File: src/rtl/hazard_pkg.sv
// Shared types and encodings for the decode/execute hazard controller.
package hazard_pkg;

  // Operand source selects for the instruction in EX
  localparam logic [1:0] FWD_RF  = 2'd0;
  localparam logic [1:0] FWD_MEM = 2'd1;
  localparam logic [1:0] FWD_WB  = 2'd2;

  // Scoreboard stage indices (age order: EX is the youngest producer)
  localparam int STG_EX   = 0;
  localparam int STG_MEM  = 1;
  localparam int STG_WB   = 2;
  localparam int N_STAGES = 3;

  typedef struct packed {
    logic       valid;
    logic [4:0] rd;
    logic       is_load;
  } sb_entry_t;

  // Nearest producer wins: whatever is in EX now will be in MEM when the
  // consumer reaches EX, and whatever is in MEM now will be in WB.
  function automatic logic [1:0] fwd_select(input logic [N_STAGES-1:0] match);
    if (match[STG_EX])       return FWD_MEM;
    else if (match[STG_MEM]) return FWD_WB;
    else                     return FWD_RF;
  endfunction

endpackage

File: src/rtl/hazard_scoreboard.sv
// Three-entry destination-register tracker (EX, MEM, WB) with match ports.
module hazard_scoreboard
  import hazard_pkg::*;
#(
  parameter int N_QUERY = 2
) (
  input  logic                          i_clock,
  input  logic                          i_reset,
  input  logic                          i_push_valid,
  input  logic [4:0]                    i_push_rd,
  input  logic                          i_push_is_load,
  input  logic [N_QUERY-1:0][4:0]       i_src,
  output logic [N_QUERY-1:0][N_STAGES-1:0] o_match,
  output logic                          o_ex_is_load
);

  sb_entry_t r_stage [N_STAGES];
  sb_entry_t w_push;

  // rd=x0 never produces a tracked entry
  assign w_push.valid   = i_push_valid & (i_push_rd != 5'd0);
  assign w_push.rd      = i_push_rd;
  assign w_push.is_load = i_push_is_load;

  // Shift register: the pipeline below decode always advances
  always_ff @(posedge i_clock or posedge i_reset) begin
    if (i_reset) begin
      for (int i = 0; i < N_STAGES; i++) r_stage[i] <= '0;
    end else begin
      r_stage[STG_EX]  <= w_push;
      r_stage[STG_MEM] <= r_stage[STG_EX];
      r_stage[STG_WB]  <= r_stage[STG_MEM];
    end
  end

  genvar gi, gj;
  generate
    for (gi = 0; gi < N_QUERY; gi++) begin : g_query
      for (gj = 0; gj < N_STAGES; gj++) begin : g_stage
        assign o_match[gi][gj] = (i_src[gi] != 5'd0) && r_stage[gj].valid &&
                                 (r_stage[gj].rd == i_src[gi]);
      end
    end
  endgenerate

  assign o_ex_is_load = r_stage[STG_EX].is_load;

endmodule

File: src/rtl/hazard_ctrl.sv
// Decode-stage stall and EX forwarding-select generator for the 5-stage core.
module hazard_ctrl
  import hazard_pkg::*;
#(
  parameter bit FORWARDING = 1'b1,
  parameter bit WB_BYPASS  = 1'b1
) (
  input  logic        i_clock,
  input  logic        i_reset,
  input  logic        i_dec_valid,
  input  logic [4:0]  i_dec_rs1,
  input  logic [4:0]  i_dec_rs2,
  input  logic [4:0]  i_dec_rd,
  input  logic        i_dec_reg_write_enable,
  input  logic        i_dec_mem_or_alu,
  input  logic        i_flush,
  output logic        o_stall,
  output logic        o_ex_valid,
  output logic [1:0]  o_fwd_a,
  output logic [1:0]  o_fwd_b,
  output logic [31:0] o_stall_count
);

  logic [1:0][4:0]          w_src;
  logic [1:0][N_STAGES-1:0] w_match;
  logic [1:0]               w_hazard;
  logic                     w_ex_is_load;
  logic                     w_issue;
  logic                     r_ex_valid;
  logic [1:0]               r_fwd_a;
  logic [1:0]               r_fwd_b;
  logic [31:0]              r_stall_count;

  assign w_src[0] = i_dec_rs1;
  assign w_src[1] = i_dec_rs2;

  hazard_scoreboard #(.N_QUERY(2)) u_scoreboard (
    .i_clock        (i_clock),
    .i_reset        (i_reset),
    .i_push_valid   (w_issue & i_dec_reg_write_enable),
    .i_push_rd      (i_dec_rd),
    .i_push_is_load (~i_dec_mem_or_alu),
    .i_src          (w_src),
    .o_match        (w_match),
    .o_ex_is_load   (w_ex_is_load)
  );

  // With forwarding only a load in EX blocks; without it the producer must
  // reach WB (or leave WB when the register file has no write-through).
  genvar gi;
  generate
    for (gi = 0; gi < 2; gi++) begin : g_hazard
      if (FORWARDING) begin : g_fwd
        assign w_hazard[gi] = (w_match[gi][STG_EX] & w_ex_is_load) |
                              (~WB_BYPASS & w_match[gi][STG_WB]);
      end else begin : g_nofwd
        assign w_hazard[gi] = w_match[gi][STG_EX] | w_match[gi][STG_MEM] |
                              (~WB_BYPASS & w_match[gi][STG_WB]);
      end
    end
  endgenerate

  // Flush always wins over a hazard
  assign o_stall = i_dec_valid & ~i_flush & (|w_hazard);
  assign w_issue = i_dec_valid & ~o_stall & ~i_flush;

  // EX valid and forwarding selects captured as the instruction issues
  always_ff @(posedge i_clock or posedge i_reset) begin
    if (i_reset) begin
      r_ex_valid <= 1'b0;
      r_fwd_a    <= FWD_RF;
      r_fwd_b    <= FWD_RF;
    end else begin
      r_ex_valid <= w_issue;
      r_fwd_a    <= (w_issue && FORWARDING) ? fwd_select(w_match[0]) : FWD_RF;
      r_fwd_b    <= (w_issue && FORWARDING) ? fwd_select(w_match[1]) : FWD_RF;
    end
  end

  // Saturating count of stalled cycles
  always_ff @(posedge i_clock or posedge i_reset) begin
    if (i_reset) begin
      r_stall_count <= '0;
    end else if (o_stall && (r_stall_count != 32'hFFFF_FFFF)) begin
      r_stall_count <= r_stall_count + 32'd1;
    end
  end

  assign o_ex_valid    = r_ex_valid;
  assign o_fwd_a       = r_fwd_a;
  assign o_fwd_b       = r_fwd_b;
  assign o_stall_count = r_stall_count;

endmodule
File: config.mk
export PLATFORM = sky130hd
export DESIGN_NAME = hazard_ctrl
export DESIGN_NICKNAME = d
export VERILOG_FILES = /design/src/rtl/hazard_pkg.sv /design/src/rtl/hazard_scoreboard.sv /design/src/rtl/hazard_ctrl.sv
export SDC_FILE = /design/constraint.sdc
export NUM_CORES = 1
export LEC_CHECK = 0
export BUFFER_PORTS_ARGS = -buffer_cell sky130_fd_sc_hd__buf_2
export CAP_MARGIN = 10
export CORE_MARGIN = 2
export CORE_UTILIZATION = 40
export DETAILED_ROUTE_END_ITERATION = 10
export SLEW_MARGIN = 20
export SYNTH_ARGS = -nofsm -noshare
export SYNTH_HDL_FRONTEND = slang
export SYNTH_HIERARCHICAL = 1
export SYNTH_SLANG_ARGS = --single-unit
File: constraint.sdc
create_clock -name i_clock -period 2.1 [get_ports i_clock]
set_input_delay 0.105 -clock i_clock [delete_from_list [all_inputs] [get_ports i_clock]]
set_output_delay 0.105 -clock i_clock [all_outputs]
set_load 0.02 [all_outputs]
==> impl_metrics.env, run 1 <==
export IMPL_status="finished, final reports clean"
export IMPL_start_util=0.408
export IMPL_grt_max_degree=38
export IMPL_fin_area_um2=3080
export IMPL_die_x_um=81.0
export IMPL_ios=59
export IMPL_antennaDiodeCount=0
export IMPL_crit_family="simple AND/OR/NAND/NOR gates"
export IMPL_slew_violations=0
export IMPL_gr_total_overflow=0
export IMPL_grt_pass1_wl_mm=8.56
export IMPL_critical_path_cell_chain="xnor2_1 -> nand4_1 -> nor4_4 -> o21a_2 -> nand4_1 -> a311oi_2 -> buf_4 -> nand3_1 -> xnor2_1"
export IMPL_worst_setup_path_end_kind="register"
export IMPL_drv_cap=0
export IMPL_hold_ws_ns=0.117
export IMPL_drt_iter0_markers=83
export IMPL_remaining_drc_errors=0
export IMPL_netlist_area_um2=2370
export IMPL_power_total_mw=1.93
export IMPL_yosys_warnings=6
export IMPL_relSlewSlack=0.680
export IMPL_htreeDepth=2
export IMPL_synthCells=199
export IMPL_cp_num_buf_inv=1
export IMPL_crit_arrival_ns=2.25
export IMPL_cpMaxStageDelayCell="dfrtp_1"
export IMPL_reg2reg_depth=9
export IMPL_period_minus_slack_ns=2.06
export IMPL_worstPathRequired_ns=2.29
export IMPL_r2r_end="o_stall_count[29]"
export IMPL_dp_hpwl_mm=3.73
export IMPL_cts_buffers=5
export IMPL_grt_pass1_vias=1788
export IMPL_post_drt_wl_per_cell_um=14.1
export IMPL_vias_per_cell=4.99
export IMPL_clk_latency_ns=0.30
export IMPL_root_buffer="clkbuf_8"
export IMPL_dpl_instance_area_um2=2810
export IMPL_cts_tree="yes"
export IMPL_critical_path_class="register to register"
export IMPL_layout_area_seq_um2=1250
export IMPL_drive_above_1_share=0.350
export IMPL_startpoint="u_scoreboard/r_stage[19]"
export IMPL_rsz0062_at_grt="yes"
export IMPL_cp_start_kind="register"
export IMPL_die_h_um=81.0
export IMPL_syn_avg_cell_area_um2=11.9
export IMPL_multi_input_area_um2=1110
export IMPL_syn_num_nets=221
export IMPL_p_leak_nw=1.52
export IMPL_peakVddDrop_mv=0.354
export IMPL_wirelength_mm=5.06
export IMPL_fin_ws_ns=0.0355
export IMPL_clock_fmax_ghz=0.484
export IMPL_path_depth=9
export IMPL_routabilityCongestion=0.763
export IMPL_critPathMaxStageDelay_ns=0.42
export IMPL_vias=1787
export IMPL_finalHoldViolations=0
export IMPL_hold_path_class="input pin to register"
export IMPL_period_share=0.983
export IMPL_power_density_nw_per_um2=624
export IMPL_dpl_worst_slack_ns=-0.00786
export IMPL_clk_pin_slew_ns=0.09
export IMPL_n_fill_cell=544
export IMPL_dr_pass1_iters=4
export IMPL_rows=28
export IMPL_antenna_found_initial=0
export IMPL_cts_path_max_buffers=2
export IMPL_areaGrowthSynthToFinish_pct=30.1
export IMPL_reg2reg_from="u_scoreboard/r_stage[19]"
export IMPL_fin_skew_ns=0.00552
export IMPL_portBuffers=58
export IMPL_setup_viol=0
export IMPL_dieArea_um2=6560
export IMPL_cts_sinks=50
export IMPL_drtAntennaViolNets=0
export IMPL_nets=304
export IMPL_crit_fanout=4
export IMPL_worstMarginPinSlew_ns=0.480
export IMPL_timing_reg2reg_setup_slack_ns=0.04
export IMPL_coreArea_um2=5820
export IMPL_cp_endpoint="o_stall_count[29]"
export IMPL_grt_use_total=0.170
worst min path at each step:
| stage | from | end | slack, ns | depth (start not counted) |
|---|---|---|---|---|
| after floorplan | i_reset | u_scoreboard/o_ex_is_load | -0.02 | 1 |
| after global placement | i_reset | u_scoreboard/r_stage[17] | 0.16 | 2 |
| after detailed placement | i_reset | u_scoreboard/r_stage[17] | 0.16 | 2 |
| after CTS | i_dec_valid | o_ex_valid | 0.1 | 3 |
| after global routing | i_dec_valid | o_fwd_b[1] | 0.11 | 3 |
| final | i_dec_valid | o_ex_valid | 0.12 | 3 |
stage by stage:
step	instances	util	TNS (ns)
finish	358	0.530	0
global route	358	0.530	-2.85
global placement	340	0.484	0
detailed placement	340	0.484	-0.0187
floorplan	199	-	0
CTS	355	0.523	0
power breakdown:
part,total [mW],leakage [nW],internal (mW),switching [mW]
Sequential,0.990,0.666,0.977,0.0136
Clock,0.821,0.0714,0.508,0.313
Combinational,0.115,0.787,0.0538,0.0609
Total,1.93,1.52,1.54,0.388
routing by layer:
metal	up-vias	share of wire	GRT usage
li1	872	-	-
met1	867	0.48	0.237
met2	41	0.45	0.259
met3	7	0.049	0.0400
met4	0	0.018	0.0610
met5	-	0	0
state kept, by name, summed over array words and instances, names as in the netlist:
| name | flops |
|---|---|
| o_ex_valid | 1 |
| o_fwd_a | 2 |
| o_stall_count | 32 |
| o_fwd_b | 2 |
| u_scoreboard/r_stage | 12 |
| u_scoreboard/o_ex_is_load | 1 |
repair_timing:
item	in CTS	in global routing
cloned	0	0
pin swaps	0	2
hold buffers	7	0
endpoints found under the setup margin	11	30
endpoints found under the hold margin	56	0
resized for setup	2	6
buffers inserted	0	3
cells in the final DEF (no fill, tap or decap), types with 3 or more instances in the layout:
cell,count
and3_1,12
and4_1,3
buf_2,58
buf_4,11
clkbuf_8,6
dfrtp_1,50
dlygate4sd3_1,7
inv_1,4
nand2_1,8
nand3_1,8
nand3_2,3
nand4_1,18
nor2_1,7
or4_1,3
xnor2_1,35
xor2_1,15
final cells by class:
type / instances / area share
Multi-Input combinational cell: 142 / 0.361
Tap cell: 75 / 0.0304
Timing Repair Buffer: 78 / 0.151
Inverter: 5 / 0.00609
Clock buffer: 6 / 0.0268
Clock inverter: 2 / 0.0195
Sequential cell: 50 / 0.406
worst register-to-register path: cells and delay by family, from the launching register on:
family	cells	cell delay [ns]
AND/OR/NAND/NOR	4	0.59
AO/OA/AOI/OAI	2	0.47
flip-flops	1	0.42
XOR/XNOR	2	0.30
buffers and inverters	1	0.19
(Power assumes the default switching activity.)
==> run 2: changes to the inputs <==
Settings changed: CORE_ASPECT_RATIO set to 0.75.
==> impl_metrics.env, run 2 (synthesis gave the netlist of run 1 again) <==
export IMPL_fin_skew_ns=0.00592
export IMPL_antennaDiodeCount=0
export IMPL_final_util=0.530
export IMPL_status="finished, final reports clean"
export IMPL_drtAntennaViolNets=0
export IMPL_die_h_um=70.7
export IMPL_nets=305
export IMPL_ios=59
export IMPL_slew_violations=0
export IMPL_drive_above_1_share=0.352
export IMPL_reg2reg_depth=9
export IMPL_clk_pin_slew_ns=0.09
export IMPL_power_total_mw=1.74
export IMPL_worstPathRequired_ns=2.33
export IMPL_grt_pass1_vias=1763
export IMPL_dr_pass1_iters=4
export IMPL_drt_iter0_markers=69
export IMPL_mostFrequentLayoutCell="buf_2"
export IMPL_rsz0062_at_grt="yes"
export IMPL_cts_path_max_buffers=2
export IMPL_coreArea_um2=5770
export IMPL_wirelength_mm=5.19
export IMPL_die_x_um=92.9
export IMPL_peakVddDrop_mv=0.293
export IMPL_root_buffer="clkbuf_8"
export IMPL_grt_pass1_wl_mm=8.76
export IMPL_tns_ns=0
export IMPL_crit_fanout=7
export IMPL_cp_start_kind="register"
export IMPL_grt_use_total=0.172
export IMPL_power_density_nw_per_um2=571
export IMPL_remaining_drc_errors=0
export IMPL_dpl_instance_area_um2=2830
export IMPL_cts_buffers=5
export IMPL_instances_no_fill=362
export IMPL_gr_total_overflow=0
export IMPL_period_share=0.990
export IMPL_clk_latency_ns=0.30
export IMPL_antenna_found_initial=0
export IMPL_worst_setup_path_end_kind="register"
export IMPL_setup_viol=0
export IMPL_areaGrowthSynthToFinish_pct=28.8
export IMPL_critical_path_class="register to register"
export IMPL_finalHoldViolations=0
export IMPL_routabilityCongestion=0.784
export IMPL_drv_cap=0
export IMPL_p_leak_nw=1.52
export IMPL_vias=1792
export IMPL_n_fill_cell=525
export IMPL_dp_hpwl_mm=3.89
export IMPL_rows=24
export IMPL_cts_sinks=50
export IMPL_start_util=0.411
export IMPL_timing_reg2reg_setup_slack_ns=0.02
export IMPL_portBuffers=58
export IMPL_htreeDepth=2
export IMPL_hold_path_class="input pin to register"
export IMPL_post_drt_wl_per_cell_um=14.3
export IMPL_relSlewSlack=0.675
export IMPL_vias_per_cell=4.95
export IMPL_layout_common_cells="57 x buf_2, 50 x dfrtp_1, 35 x xnor2_1"
export IMPL_fin_area_um2=3050
export IMPL_period_minus_slack_ns=2.08
export IMPL_largest_reg_flops=32
export IMPL_grt_max_degree=38
export IMPL_clock_fmax_ghz=0.481
export IMPL_whs_path_depth=3
export IMPL_crit_arrival_ns=2.31
export IMPL_dieArea_um2=6570
export IMPL_dp_cells=344
export IMPL_worstMarginPinSlew_ns=0.487
export IMPL_cts_tree="yes"
[run 2: cell types whose count changed in the layout (fill, tap and decap cells not counted), sizes merged]
cell    delta
clkbuf     +2
buf        +1
bufinv     -2
[run 2: through the flow]
step	setup WS, ns	hold slack (ns)
after global placement	0.0225	0.162
after floorplan	0.0183	-0.0180
after detailed placement	0.00888	0.159
after global routing	-0.147	0.122
after CTS	0.0104	0.102
final	0.0220	0.114
[run 2: final cells by class]
type	instances	area, um2	share of cell area
Sequential cell	50	1250	0.410
Inverter	5	18.8	0.00615
Tap cell	78	97.6	0.0320
Timing Repair Buffer	79	475	0.156
Multi-Input combinational cell	142	1100	0.360
Clock buffer	8	110	0.0361
[run 2: what timing repair did]
| item | in CTS | in global routing |
|---|---|---|
| hold endpoints to repair | 56 | 0 |
| hold buffers | 7 | 0 |
| setup buffers | 0 | 3 |
| gates resized for setup | 0 | 8 |
| endpoints found under the setup margin | 0 | 26 |
[run 2: routing by layer]
| metal | vias to the layer above | track usage | share of wire |
|---|---|---|---|
| met5 | - | 0 | 0 |
| met4 | 0 | 0.0735 | 0.017 |
| met3 | 7 | 0.0426 | 0.052 |
| met2 | 46 | 0.231 | 0.41 |
| met1 | 864 | 0.263 | 0.52 |
| li1 | 875 | - | - |
[run 2: final timing paths]
check | start | endpoint
worst max-delay path | u_scoreboard/r_stage[18] | o_stall_count[4]
worst min-delay path | i_dec_valid | o_ex_valid
worst max register to register | u_scoreboard/r_stage[18] | o_stall_count[4]
worst min register to register | u_scoreboard/r_stage[20] | u_scoreboard/r_stage[13]
max in group asynchronous | i_reset | o_stall_count[25]
min in group asynchronous | i_reset | u_scoreboard/r_stage[20]
[run 2: worst max-delay path, stage by stage (launching register included)]
cell and delay, ns:
dfrtp_1 0.43, xnor2_1 0.16, nand4_1 0.11, nor4_1 0.27
o21a_2 0.20, nand2_1 0.10, a31oi_4 0.22, buf_6 0.15
and4_1 0.20, xor2_1 0.16
[run 2: power breakdown]
group	internal [mW]	leakage [nW]	switching (mW)	total [mW]
clock network	0.333	0.0575	0.304	0.637
registers	0.977	0.666	0.0136	0.990
logic	0.0540	0.792	0.0613	0.115
==> run 3: changes to the inputs <==
Settings changed: CORE_ASPECT_RATIO 0.75 to 0.9.
==> impl_metrics.env, run 3 (synthesis gave the netlist of run 1 again) <==
export IMPL_status="finished, final reports clean"
export IMPL_hold_path_class="input pin to register"
export IMPL_power_density_nw_per_um2=582
export IMPL_swShare=0.225
export IMPL_dieArea_um2=6560
export IMPL_grt_use_total=0.165
export IMPL_antennaDiodeCount=0
export IMPL_worstPathRequired_ns=2.29
export IMPL_slew_violations=0
export IMPL_dpl_instance_area_um2=2820
export IMPL_worstMarginPinSlew_ns=0.488
export IMPL_nets=304
export IMPL_p_int_mw=1.39
export IMPL_hold_ws_ns=0.104
export IMPL_htreeDepth=2
export IMPL_clk_pin_slew_ns=0.09
export IMPL_routabilityCongestion=0.788
export IMPL_rows=26
export IMPL_ios=59
export IMPL_layout_common_cells="57 x buf_2, 50 x dfrtp_1, 34 x xnor2_1"
export IMPL_crit_fanout=6
export IMPL_cp_num_buf_inv=1
export IMPL_dpl_worst_slack_ns=-0.0314
export IMPL_largest_reg_flops=32
export IMPL_fin_ws_ns=0.0595
export IMPL_worst_path_most_repeated_cell="nand4_1"
export IMPL_p_clk_frac=0.378
export IMPL_crit_family="simple AND/OR/NAND/NOR gates"
export IMPL_period_minus_slack_ns=2.04
export IMPL_cpMaxStageDelayCell="dfrtp_1"
export IMPL_antenna_found_initial=0
export IMPL_portBuffers=58
export IMPL_final_util=0.541
export IMPL_rsz0062_at_grt="yes"
export IMPL_vias_per_cell=5.15
export IMPL_critical_path_class="register to register"
export IMPL_clk_latency_ns=0.30
export IMPL_die_h_um=77.0
export IMPL_cts_sinks=50
export IMPL_grt_max_degree=38
export IMPL_critPathMaxStageDelay_ns=0.44
export IMPL_fin_area_um2=3080
export IMPL_cts_buffers=5
export IMPL_drt_iter0_markers=61
export IMPL_power_total_mw=1.79
export IMPL_drtAntennaViolNets=0
export IMPL_wirelength_mm=5.06
export IMPL_dr_pass1_iters=4
export IMPL_gr_total_overflow=0
export IMPL_cp_start_kind="register"
export IMPL_clock_fmax_ghz=0.490
export IMPL_setup_viol=0
export IMPL_post_drt_wl_per_cell_um=14.3
export IMPL_cts_path_max_buffers=2
export IMPL_critical_path_cell_chain="xnor2_1 -> nand4_1 -> nor4_4 -> o21a_2 -> nand4_1 -> a311oi_2 -> buf_4 -> nand4_1 -> xnor2_1"
export IMPL_period_share=0.972
export IMPL_drv_cap=0
export IMPL_worst_setup_path_end_kind="register"
export IMPL_vias=1817
export IMPL_remaining_drc_errors=0
export IMPL_root_buffer="clkbuf_8"
export IMPL_crit_arrival_ns=2.23
export IMPL_start_util=0.416
export IMPL_peakVddDrop_mv=0.262
export IMPL_drive_above_1_share=0.350
export IMPL_p_sw_uw=403
export IMPL_p_comb_frac=0.070
export IMPL_die_x_um=85.2
export IMPL_mostFrequentLayoutCell="buf_2"
export IMPL_relSlewSlack=0.674
export IMPL_grt_pass1_vias=1805
export IMPL_pwr_share_seq=0.552
export IMPL_coreArea_um2=5690
export IMPL_fin_skew_ns=0.00446
export IMPL_cts_tree="yes"
export IMPL_p_leak_nw=1.52
export IMPL_grt_pass1_wl_mm=8.65
export IMPL_areaGrowthSynthToFinish_pct=29.9
export IMPL_dp_hpwl_mm=3.69
export IMPL_finalHoldViolations=0
==> run 3: cell count changes in the layout (fill, tap and decap cells not counted), moves of 2 or more <==
| cell | before | now |
|---|---|---|
| nor4_4 | 1 | 3 |
| clkinvlp_4 | 0 | 2 |
| buf_6 | 2 | 0 |
| clkbuf_8 | 8 | 5 |
==> run 3: timing repair <==
action / CTS / global route
endpoints found under the hold margin: 56 / 0
gates cloned: 0 / 0
resized for setup: 2 / 8
hold buffers: 7 / 0
endpoints found under the setup margin: 6 / 23
setup buffers: 1 / 2
pin swaps: 0 / 2
==> run 3: worst paths after layout <==
check | start | endpoint | slack (ns) | depth (start not counted)
worst max-delay path | u_scoreboard/r_stage[18] | o_stall_count[23] | 0.06 | 9
worst min-delay path | i_dec_valid | o_ex_valid | 0.10 | 3
worst max register to register | u_scoreboard/r_stage[18] | o_stall_count[23] | 0.06 | 9
worst min register to register | u_scoreboard/r_stage[20] | u_scoreboard/r_stage[13] | 0.44 | 0
max in group asynchronous | i_reset | o_stall_count[24] | 1.30 | 4
min in group asynchronous | i_reset | u_scoreboard/r_stage[18] | 0.38 | 3
==> run 3: through the flow <==
| step | TNS (ns) | std cells |
|---|---|---|
| after floorplan | 0 | 199 |
| after global routing | -0.447 | 353 |
| after CTS | 0 | 351 |
| after global placement | 0 | 335 |
| final | 0 | 353 |
| after detailed placement | -0.0314 | 335 |
==> run 3: metal layers <==
layer | global-route usage | routed length, um | vias to the layer above | share of wire
met2 | 0.247 | 2360 | 41 | 0.47
met5 | 0 | 0 | - | 0
met3 | 0.0366 | 220 | 5 | 0.043
li1 | - | - | 874 | -
met1 | 0.236 | 2420 | 897 | 0.48
met4 | 0.0571 | 65 | 0 | 0.013
==> run 3: area by class of cell <==
type	instances	area, um2
clock buffer	5	68.8
clock inverter	3	45.0
fill	506	2610
inverter	5	18.8
multi-input combinational	142	1130
sequential	50	1250
tap	70	87.6
timing repair buffer	78	473
==> run 3: power by group through the flow <==
| stage | combinational, mW | clock, mW | sequential, mW |
|---|---|---|---|
| CTS | 0.122 | 0.698 | 0.989 |
| detailed placement | 0.109 | 0 | 1.01 |
| finish | 0.125 | 0.678 | 0.989 |
| global placement | 0.107 | 0 | 1.01 |
| floorplan | 0.0536 | 0 | 1.01 |
| global route | 0.139 | 0.742 | 0.992 |
==> run 3: worst register-to-register path, stage by stage (launching register included) <==
cell,delay [ns]
dfrtp_1,0.44
xnor2_1,0.16
nand4_1,0.16
nor4_4,0.22
o21a_2,0.21
nand4_1,0.11
a311oi_2,0.19
buf_4,0.19
nand4_1,0.12
xnor2_1,0.14
